File: src/rtl/kan_pkg.sv
// kan_pkg: shared definitions for the KAN layer sequencer and its helpers.
//   - AXI AR-channel constants for 64-bit INCR bursts
//   - per-layer descriptor record (weight base address, input/output sizes)
//   - sequencer state encoding
//   - desc_beats(): number of 64-bit weight beats a descriptor needs
package kan_pkg;

  localparam int KAN_LG_LAYERSIZE = 12;
  localparam int KAN_ADDR_WIDTH   = 32;
  localparam int KAN_BEATS_W      = 2 * KAN_LG_LAYERSIZE;

  localparam logic [2:0] ARSIZE_64B   = 3'b011;
  localparam logic [1:0] ARBURST_INCR = 2'b01;

  typedef struct packed {
    logic [KAN_ADDR_WIDTH-1:0]   base;
    logic [KAN_LG_LAYERSIZE-1:0] in_x5;
    logic [KAN_LG_LAYERSIZE-1:0] out;
  } kan_desc_t;

  typedef enum logic [2:0] {
    ST_IDLE  = 3'd0,
    ST_LOAD  = 3'd1,
    ST_ISSUE = 3'd2,
    ST_DRAIN = 3'd3,
    ST_NEXT  = 3'd4
  } kan_state_t;

  // Weight beats for one layer: full-width product so no size pair overflows.
  function automatic logic [KAN_BEATS_W-1:0] desc_beats(input kan_desc_t d);
    return KAN_BEATS_W'(d.in_x5) * KAN_BEATS_W'(d.out);
  endfunction

endpackage

File: src/rtl/kan_burst_splitter.sv
// kan_burst_splitter: combinational AXI burst sizing for 64-bit beats.
//   Picks len = min(MAX_BURST, beats_left, beats to next 4 KB boundary) and
//   returns the address / remaining count after that burst is accepted.
// Ports:
//   cur_addr   in   next burst start byte address (8-byte aligned)
//   beats_left in   beats still to be requested
//   arlen      out  len-1 for the AR channel
//   next_addr  out  cur_addr + len*8
//   next_left  out  beats_left - len
module kan_burst_splitter #(
  parameter int ADDR_WIDTH = 32,
  parameter int LEFT_WIDTH = 24,
  parameter int MAX_BURST  = 16
) (
  input  logic [ADDR_WIDTH-1:0] cur_addr,
  input  logic [LEFT_WIDTH-1:0] beats_left,
  output logic [7:0]            arlen,
  output logic [ADDR_WIDTH-1:0] next_addr,
  output logic [LEFT_WIDTH-1:0] next_left
);

  localparam logic [9:0] MAX_BURST_L = 10'(MAX_BURST);

  logic [9:0] beats_to_4k;
  logic [9:0] page_lim;
  logic [9:0] sel;
  logic [8:0] len;
  logic [8:0] len_m1;

  // Beat offset within the page is addr[11:3]; 512 beats per 4 KB page.
  assign beats_to_4k = 10'd512 - {1'b0, cur_addr[11:3]};

  // Min of the three limits; result never exceeds 256 so 9 bits suffice.
  always_comb begin
    page_lim = MAX_BURST_L;
    sel      = 10'd0;
    if (beats_to_4k < MAX_BURST_L) begin
      page_lim = beats_to_4k;
    end else begin
      page_lim = MAX_BURST_L;
    end
    if (beats_left < LEFT_WIDTH'(page_lim)) begin
      sel = beats_left[9:0];
    end else begin
      sel = page_lim;
    end
  end

  assign len       = sel[8:0];
  assign len_m1    = len - 9'd1;
  assign arlen     = len_m1[7:0];
  assign next_addr = cur_addr + ADDR_WIDTH'({len, 3'b000});
  assign next_left = beats_left - LEFT_WIDTH'(len);

endmodule

File: src/rtl/kan_layer_sequencer.sv
// kan_layer_sequencer: steps KERNEL through a multi-layer KAN pass.
//   Holds a descriptor table written by the host, loads each layer's sizes
//   into KERNEL, issues the AR bursts for that layer's weights, and advances
//   once KERNEL's output stream signals the end of the layer.
// Ports:
//   s_axis_aclk / s_axis_areset   clock, async active-high reset
//   start, num_layers, busy, done  pass control / status
//   cfg_*                          descriptor table write (IDLE only)
//   m_axi_ar*                      AXI4 read-address master channel
//   m_axi_r{valid,ready,last}      R-channel taps for burst completion
//   m_axis_t{valid,ready,last}     KERNEL output taps for layer end
//   input_layersize_x5, output_layersize, layer_idx   to KERNEL
module kan_layer_sequencer
  import kan_pkg::*;
#(
  parameter int LG_LAYERSIZE    = 12,
  parameter int ADDR_WIDTH      = 32,
  parameter int LG_MAX_LAYERS   = 3,
  parameter int MAX_BURST       = 16,
  parameter int MAX_OUTSTANDING = 4
) (
  input  logic                     s_axis_aclk,
  input  logic                     s_axis_areset,
  input  logic                     start,
  input  logic [LG_MAX_LAYERS:0]   num_layers,
  output logic                     busy,
  output logic                     done,
  input  logic                     cfg_we,
  input  logic [LG_MAX_LAYERS-1:0] cfg_addr,
  input  logic [ADDR_WIDTH-1:0]    cfg_base,
  input  logic [LG_LAYERSIZE-1:0]  cfg_in_x5,
  input  logic [LG_LAYERSIZE-1:0]  cfg_out,
  output logic [ADDR_WIDTH-1:0]    m_axi_araddr,
  output logic [7:0]               m_axi_arlen,
  output logic [2:0]               m_axi_arsize,
  output logic [1:0]               m_axi_arburst,
  output logic                     m_axi_arvalid,
  input  logic                     m_axi_arready,
  input  logic                     m_axi_rvalid,
  input  logic                     m_axi_rready,
  input  logic                     m_axi_rlast,
  input  logic                     m_axis_tvalid,
  input  logic                     m_axis_tready,
  input  logic                     m_axis_tlast,
  output logic [LG_LAYERSIZE-1:0]  input_layersize_x5,
  output logic [LG_LAYERSIZE-1:0]  output_layersize,
  output logic [LG_MAX_LAYERS-1:0] layer_idx
);

  localparam int LEFT_W = 2 * LG_LAYERSIZE;
  localparam int CNT_W  = $clog2(MAX_OUTSTANDING + 1);
  localparam logic [CNT_W-1:0]         CNT_MAX = CNT_W'(MAX_OUTSTANDING);
  localparam logic [CNT_W-1:0]         CNT_ONE = {{(CNT_W-1){1'b0}}, 1'b1};
  localparam logic [LG_MAX_LAYERS:0]   IDX_ONE = {{LG_MAX_LAYERS{1'b0}}, 1'b1};
  localparam logic [LG_MAX_LAYERS-1:0] IDX_INC = {{(LG_MAX_LAYERS-1){1'b0}}, 1'b1};

  kan_desc_t desc_tab [2**LG_MAX_LAYERS];
  kan_desc_t cur_desc;

  kan_state_t state, state_n;
  logic                     busy_n, done_n, arvalid_n;
  logic [ADDR_WIDTH-1:0]    araddr_n, cur_addr, cur_addr_n;
  logic [7:0]               arlen_n;
  logic [LG_MAX_LAYERS-1:0] layer_idx_n;
  logic [LG_LAYERSIZE-1:0]  in_x5_n, out_n;
  logic [LEFT_W-1:0]        beats_left, beats_left_n, load_beats;
  logic [LG_MAX_LAYERS:0]   n_layers, n_layers_n;
  logic                     tlast_flag, tlast_flag_n;
  logic [CNT_W-1:0]         outstanding, cnt_n;

  logic [7:0]               split_arlen;
  logic [ADDR_WIDTH-1:0]    split_next_addr;
  logic [LEFT_W-1:0]        split_next_left;

  logic ar_hs, r_end, t_end;

  assign ar_hs = m_axi_arvalid & m_axi_arready;
  assign r_end = m_axi_rvalid & m_axi_rready & m_axi_rlast;
  assign t_end = m_axis_tvalid & m_axis_tready & m_axis_tlast;

  assign m_axi_arsize  = ARSIZE_64B;
  assign m_axi_arburst = ARBURST_INCR;

  assign cur_desc   = desc_tab[layer_idx];
  assign load_beats = desc_beats(cur_desc);

  kan_burst_splitter #(
    .ADDR_WIDTH (ADDR_WIDTH),
    .LEFT_WIDTH (LEFT_W),
    .MAX_BURST  (MAX_BURST)
  ) u_splitter (
    .cur_addr   (cur_addr),
    .beats_left (beats_left),
    .arlen      (split_arlen),
    .next_addr  (split_next_addr),
    .next_left  (split_next_left)
  );

  // Descriptor table write port; the table has no reset.
  always_ff @(posedge s_axis_aclk) begin
    if (cfg_we && (state == ST_IDLE)) begin
      desc_tab[cfg_addr] <= '{base: cfg_base, in_x5: cfg_in_x5, out: cfg_out};
    end
  end

  // Outstanding-burst count: simultaneous issue and completion cancel out.
  always_comb begin
    cnt_n = outstanding;
    if (ar_hs && !r_end) begin
      cnt_n = outstanding + CNT_ONE;
    end else if (!ar_hs && r_end && (outstanding != '0)) begin
      cnt_n = outstanding - CNT_ONE;
    end else begin
      cnt_n = outstanding;
    end
  end

  // Next-state and next-output logic of the sequencer.
  always_comb begin
    state_n      = state;
    busy_n       = busy;
    done_n       = 1'b0;
    arvalid_n    = m_axi_arvalid;
    araddr_n     = m_axi_araddr;
    arlen_n      = m_axi_arlen;
    layer_idx_n  = layer_idx;
    in_x5_n      = input_layersize_x5;
    out_n        = output_layersize;
    cur_addr_n   = cur_addr;
    beats_left_n = beats_left;
    n_layers_n   = n_layers;
    tlast_flag_n = tlast_flag;
    case (state)
      ST_IDLE: begin
        if (start) begin
          if (num_layers != '0) begin
            state_n     = ST_LOAD;
            busy_n      = 1'b1;
            layer_idx_n = '0;
            n_layers_n  = num_layers;
          end else begin
            done_n = 1'b1;
          end
        end else begin
          state_n = ST_IDLE;
        end
      end
      ST_LOAD: begin
        in_x5_n      = cur_desc.in_x5;
        out_n        = cur_desc.out;
        cur_addr_n   = cur_desc.base;
        beats_left_n = load_beats;
        tlast_flag_n = 1'b0;
        if (load_beats == '0) begin
          state_n = ST_NEXT;
        end else begin
          state_n = ST_ISSUE;
        end
      end
      ST_ISSUE: begin
        if (t_end) begin
          tlast_flag_n = 1'b1;
        end else begin
          tlast_flag_n = tlast_flag;
        end
        if (m_axi_arvalid) begin
          // Address and length stay frozen until the slave accepts.
          if (m_axi_arready) begin
            arvalid_n    = 1'b0;
            cur_addr_n   = split_next_addr;
            beats_left_n = split_next_left;
            if (split_next_left == '0) begin
              state_n = ST_DRAIN;
            end else begin
              state_n = ST_ISSUE;
            end
          end else begin
            arvalid_n = 1'b1;
          end
        end else if (outstanding < CNT_MAX) begin
          arvalid_n = 1'b1;
          araddr_n  = cur_addr;
          arlen_n   = split_arlen;
        end else begin
          arvalid_n = 1'b0;
        end
      end
      ST_DRAIN: begin
        // Layer ends on KERNEL's tlast (now or flagged earlier) once no
        // weight burst is still in flight.
        if ((t_end || tlast_flag) && (cnt_n == '0)) begin
          state_n      = ST_NEXT;
          tlast_flag_n = 1'b0;
        end else begin
          state_n = ST_DRAIN;
        end
      end
      ST_NEXT: begin
        if (({1'b0, layer_idx} + IDX_ONE) == n_layers) begin
          state_n = ST_IDLE;
          done_n  = 1'b1;
          busy_n  = 1'b0;
        end else begin
          layer_idx_n = layer_idx + IDX_INC;
          state_n     = ST_LOAD;
        end
      end
      default: begin
        state_n   = ST_IDLE;
        busy_n    = 1'b0;
        arvalid_n = 1'b0;
      end
    endcase
  end

  // State and registered outputs.
  always_ff @(posedge s_axis_aclk or posedge s_axis_areset) begin
    if (s_axis_areset) begin
      state              <= ST_IDLE;
      busy               <= 1'b0;
      done               <= 1'b0;
      m_axi_arvalid      <= 1'b0;
      m_axi_araddr       <= '0;
      m_axi_arlen        <= 8'd0;
      layer_idx          <= '0;
      input_layersize_x5 <= '0;
      output_layersize   <= '0;
      cur_addr           <= '0;
      beats_left         <= '0;
      n_layers           <= '0;
      tlast_flag         <= 1'b0;
      outstanding        <= '0;
    end else begin
      state              <= state_n;
      busy               <= busy_n;
      done               <= done_n;
      m_axi_arvalid      <= arvalid_n;
      m_axi_araddr       <= araddr_n;
      m_axi_arlen        <= arlen_n;
      layer_idx          <= layer_idx_n;
      input_layersize_x5 <= in_x5_n;
      output_layersize   <= out_n;
      cur_addr           <= cur_addr_n;
      beats_left         <= beats_left_n;
      n_layers           <= n_layers_n;
      tlast_flag         <= tlast_flag_n;
      outstanding        <= cnt_n;
    end
  end

endmodule

File: config.mk
export PLATFORM = sky130hd
export DESIGN_NAME = kan_layer_sequencer
export DESIGN_NICKNAME = d
export VERILOG_FILES = /design/src/rtl/kan_pkg.sv /design/src/rtl/kan_burst_splitter.sv /design/src/rtl/kan_layer_sequencer.sv
export SDC_FILE = /design/constraint.sdc
export NUM_CORES = 1
export LEC_CHECK = 0
export BUFFER_PORTS_ARGS = -buffer_cell sky130_fd_sc_hd__buf_2
export CORE_UTILIZATION = 50
export DETAILED_ROUTE_END_ITERATION = 8
export PLACE_DENSITY = 0.71
export SYNTH_ARGS = -nofsm -noshare
export SYNTH_HDL_FRONTEND = slang
export SYNTH_SLANG_ARGS = --single-unit
File: constraint.sdc
create_clock -name s_axis_aclk -period 10.6 [get_ports s_axis_aclk]
set_clock_uncertainty 0.2 [all_clocks]
set_input_delay 0 -clock s_axis_aclk [delete_from_list [all_inputs] [get_ports s_axis_aclk]]
set_output_delay 0 -clock s_axis_aclk [all_outputs]
set_load 0.01 [all_outputs]
==> impl_results.md <==
* Status: finished, final reports clean
* Iter 0 DRT Violations at 1,624
* Filler cell count at 4,542
* Max Clock Freq at 124 MHz
* Leak pwr at 0.0126 uW
* Die width at 246 um
* I/O Buffers at 143
* Dpl cells at 2,980
* Synth Instances at 2,158
* Via count at 18.9k
* CP max FO at 47
* Final Hold Viols at 0
* Die Y at 246 um
* Slew headroom at 27.0%
* Synthesized cell area at 29,700 sq um
* Commonest non-fill, non-tap cell in the layout: edfxtp_1
* Max-cap viol count at 0
* Worst-Margin Slew at 1100 ps
* Routed len/inst at 22.1 um
* Routed met1 length at 30.3 mm
* Crit path time final at 8070 ps
* DRC violations left at 0
* Largest net degree at the start of global routing at 75
* Async SR Flop Fraction at 23.4%
* CP peak stage delay at 1000 ps
* Most used cell, CP: fa_1
* Clock power share at 18.5%
* Hold_buf cts at 119
* Clk sinks at 585
* Cts repair resizes at 0
* Yosys top cell area share at 45.3%
* Register area share after synthesis at 56.9%
* Most frequent cells in the layout: edfxtp_1, nand2_1, buf_2, dfrtp_1
* Post-synth EDFFs at 448
* Area Growth Syn to Fin at 15.3%
* RSZ-0062 raised after global routing: no
* Mapped Avg Cell Area at 13.8 sq um
* Met2 wire length at 34.9 mm
* Core Area at 58,100 sq um
* Post-DP HPWL at 45.6 mm
* Worst Path Buf+Inv at 3
* NetSw at 4510 uW
* Synth unique cells at 94
* HP Class: in2reg
* Post-CTS setup buffer count at 0
* Starting Density at 51.1%
* Worst-Skew Late Latency at 650 ps
* Total grt overflow at 0
* Switch share at 41.7%
* CTS H-Tree Depth at 2
* First-pass GRT wire length at 111 mm
* Int Pwr at 6300 uW
* Total CTS buffers at 59
* Nature of the critical path startpoint: flip-flop
* Crit path kind: reg2reg
* Maximum clock insertion buffer count at 3
* Vias in the first global route at 19.1k
* Top routing layer in use: met5
* Die ar. at 60,400 sq um
* Gpl congestion at 0.967
* Syn. warnings at 0
* Setup TNS at 0 ps
* IO Pins at 149
* Layout cells sized above 1 at 19.5%
* Routed WL at 70.9 mm
* Initial antenna violation count at 4
* Root cell of the clock tree: clkbuf_16
* Biggest area consumer among synthesized cells: edfxtp_1
* NumNets Final at 2,656
* Slew Limit Fails at 0
* Sequential fraction of design power at 28.5%
* Row cnt at 88
* Power per cell area at 316 nW/um^2
* Worst vdd ir at 0.000484 V
* Setup crit end kind: flip-flop
* Clock Pin Slew Worst Setup and Hold Paths at 60 ps
* Post-DRT Antenna Nets at 0
* Worst path slowest cell: dfrtp_4
* # setup viols final at 0
* Drt pass-1 iters at 6
* CP Data Required Time at 10,870 ps
* CTS tree: built
* Combinational Power Share at 53.0%
* Synth area leaders: edfxtp_1, dfrtp_1, mux4_2
* Crit share post-route at 76.1%
* Met3 WL at 4.15 mm
* CP Cell Sequence: buf_4, mux4_2, mux2_2, and2_1, fa_1, inv_1, fa_1, fa_1, fa_1, fa_1, inv_1, ha_1, a21o_1, nand2_1, o21ai_0, o21ai_0, a21oi_1, a21oi_1, xnor2_1, or4_1, nor4_1, a211oi_1
* Vias per Instance at 5.88
* Synth Flop Type: edfxtp_1
* Crit-path leading delay family: adder cells
* WP data arrival at 8340 ps
* GR Util All Layers at 23.9%
* Post-Layout Cell Count at 3,209
* Number of synthesized register bits at 585
registers in the layout (all words and copies together), names as in the netlist, 3 cells and up:
register and flops:
output_layersize 12, input_layersize_x5 12, m_axi_arlen 8, cur_addr 32
desc_tab 448, layer_idx 3, beats_left 24, state 3
n_layers 4, m_axi_araddr 32, outstanding 3
area by class of cell:
type                    instances  area (sq um)  area share [%]
diodes                          2          5.00          0.0146
clock buffers                  76          1550            4.53
multi-input cells            1341         11900            34.9
flip-flops and latches        585         16900            49.4
well taps                     765           957            2.80
inverters                     122           465            1.36
clock inverters                32           317           0.925
repair buffers                286          2090            6.10
cells by family (layout without fill, tap and decap cells):
logic type	Yosys count	after routing	synth area share (%)
AO/OA/AOI/OAI	320	320	7.26
flip-flops	585	585	56.9
adder cells (fa/ha/maj)	190	190	10.5
XOR/XNOR	42	42	1.24
multiplexers	193	193	11.5
AND/OR/NAND/NOR	586	586	9.40
other	2	12	0.0253
buffers and inverters	240	516	3.24
through the flow:
stage | utilization [%] | hold WS, ps | worst slack, ps | total power, uW | cell area (sq um)
after global routing | 58.9 | 13.5 | 2020 | 11700 | 34200
after detailed placement | 53.6 | -28.2 | 2570 | 8790 | 31200
after global placement | 53.6 | -33.5 | 2660 | 8720 | 31200
final | 58.9 | 3.75 | 2530 | 10800 | 34200
after CTS | 58.9 | 0.712 | 2470 | 10900 | 34200
after floorplan | - | -101 | 2470 | 7350 | 29700
worst reg2reg max path: cells and delay by family, from the launching register on:
kind | cells | cell delay, ps
simple gates | 4 | 1030
buf+inv | 3 | 540
xor+xnor | 1 | 100
fa+ha+maj | 6 | 2940
mux | 2 | 960
flops | 1 | 1000
compound gates | 6 | 1150
Yosys cell counts (57+ instances only):
| cell type | n |
|---|---|
| clkbuf_1 | 86 |
| a21oi_1 | 79 |
| ha_1 | 87 |
| o21ai_0 | 83 |
| edfxtp_1 | 448 |
| fa_1 | 100 |
| mux2_2 | 57 |
| nand2_1 | 279 |
| nor2_1 | 79 |
| dfrtp_1 | 137 |
| inv_1 | 120 |
| mux4_2 | 112 |
power by group through the flow:
stage / logic (uW) / clock network, uW / registers, uW
2_1_floorplan: 4340 / 0 / 3010
3_3_place_gp: 5610 / 0 / 3110
3_5_place_dp: 5670 / 0 / 3120
4_1_cts: 5770 / 2040 / 3080
5_1_grt: 6430 / 2130 / 3120
6_report: 5730 / 2000 / 3080
metal layers:
layer / vias to the layer above / global-route usage, %
met4: 2 / 6.70
met1: 9627 / 33.4
met5: - / 0
li1: 8452 / -
met3: 123 / 3.46
met2: 667 / 39.0
worst paths after layout:
kind	depth (start not counted)	start	end	slack, ps
min in group asynchronous	4	s_axis_areset	m_axi_araddr[11]$_DFFE_PP0P_	430
worst max register to register	22	layer_idx[0]$_DFFE_PP0P_	state[1]$_DFFE_PP0P_	2530
max in group asynchronous	5	s_axis_areset	m_axi_araddr[7]$_DFFE_PP0P_	8390
worst min register to register	2	m_axi_arlen[4]$_DFFE_PP0P_	m_axi_arlen[4]$_DFFE_PP0P_	270
worst min-delay path	2	cfg_in_x5[5]	desc_tab[3][17]$_DFFE_PP_	4
worst max-delay path	22	layer_idx[0]$_DFFE_PP0P_	state[1]$_DFFE_PP0P_	2530
Power figures use the tool's default switching activity.
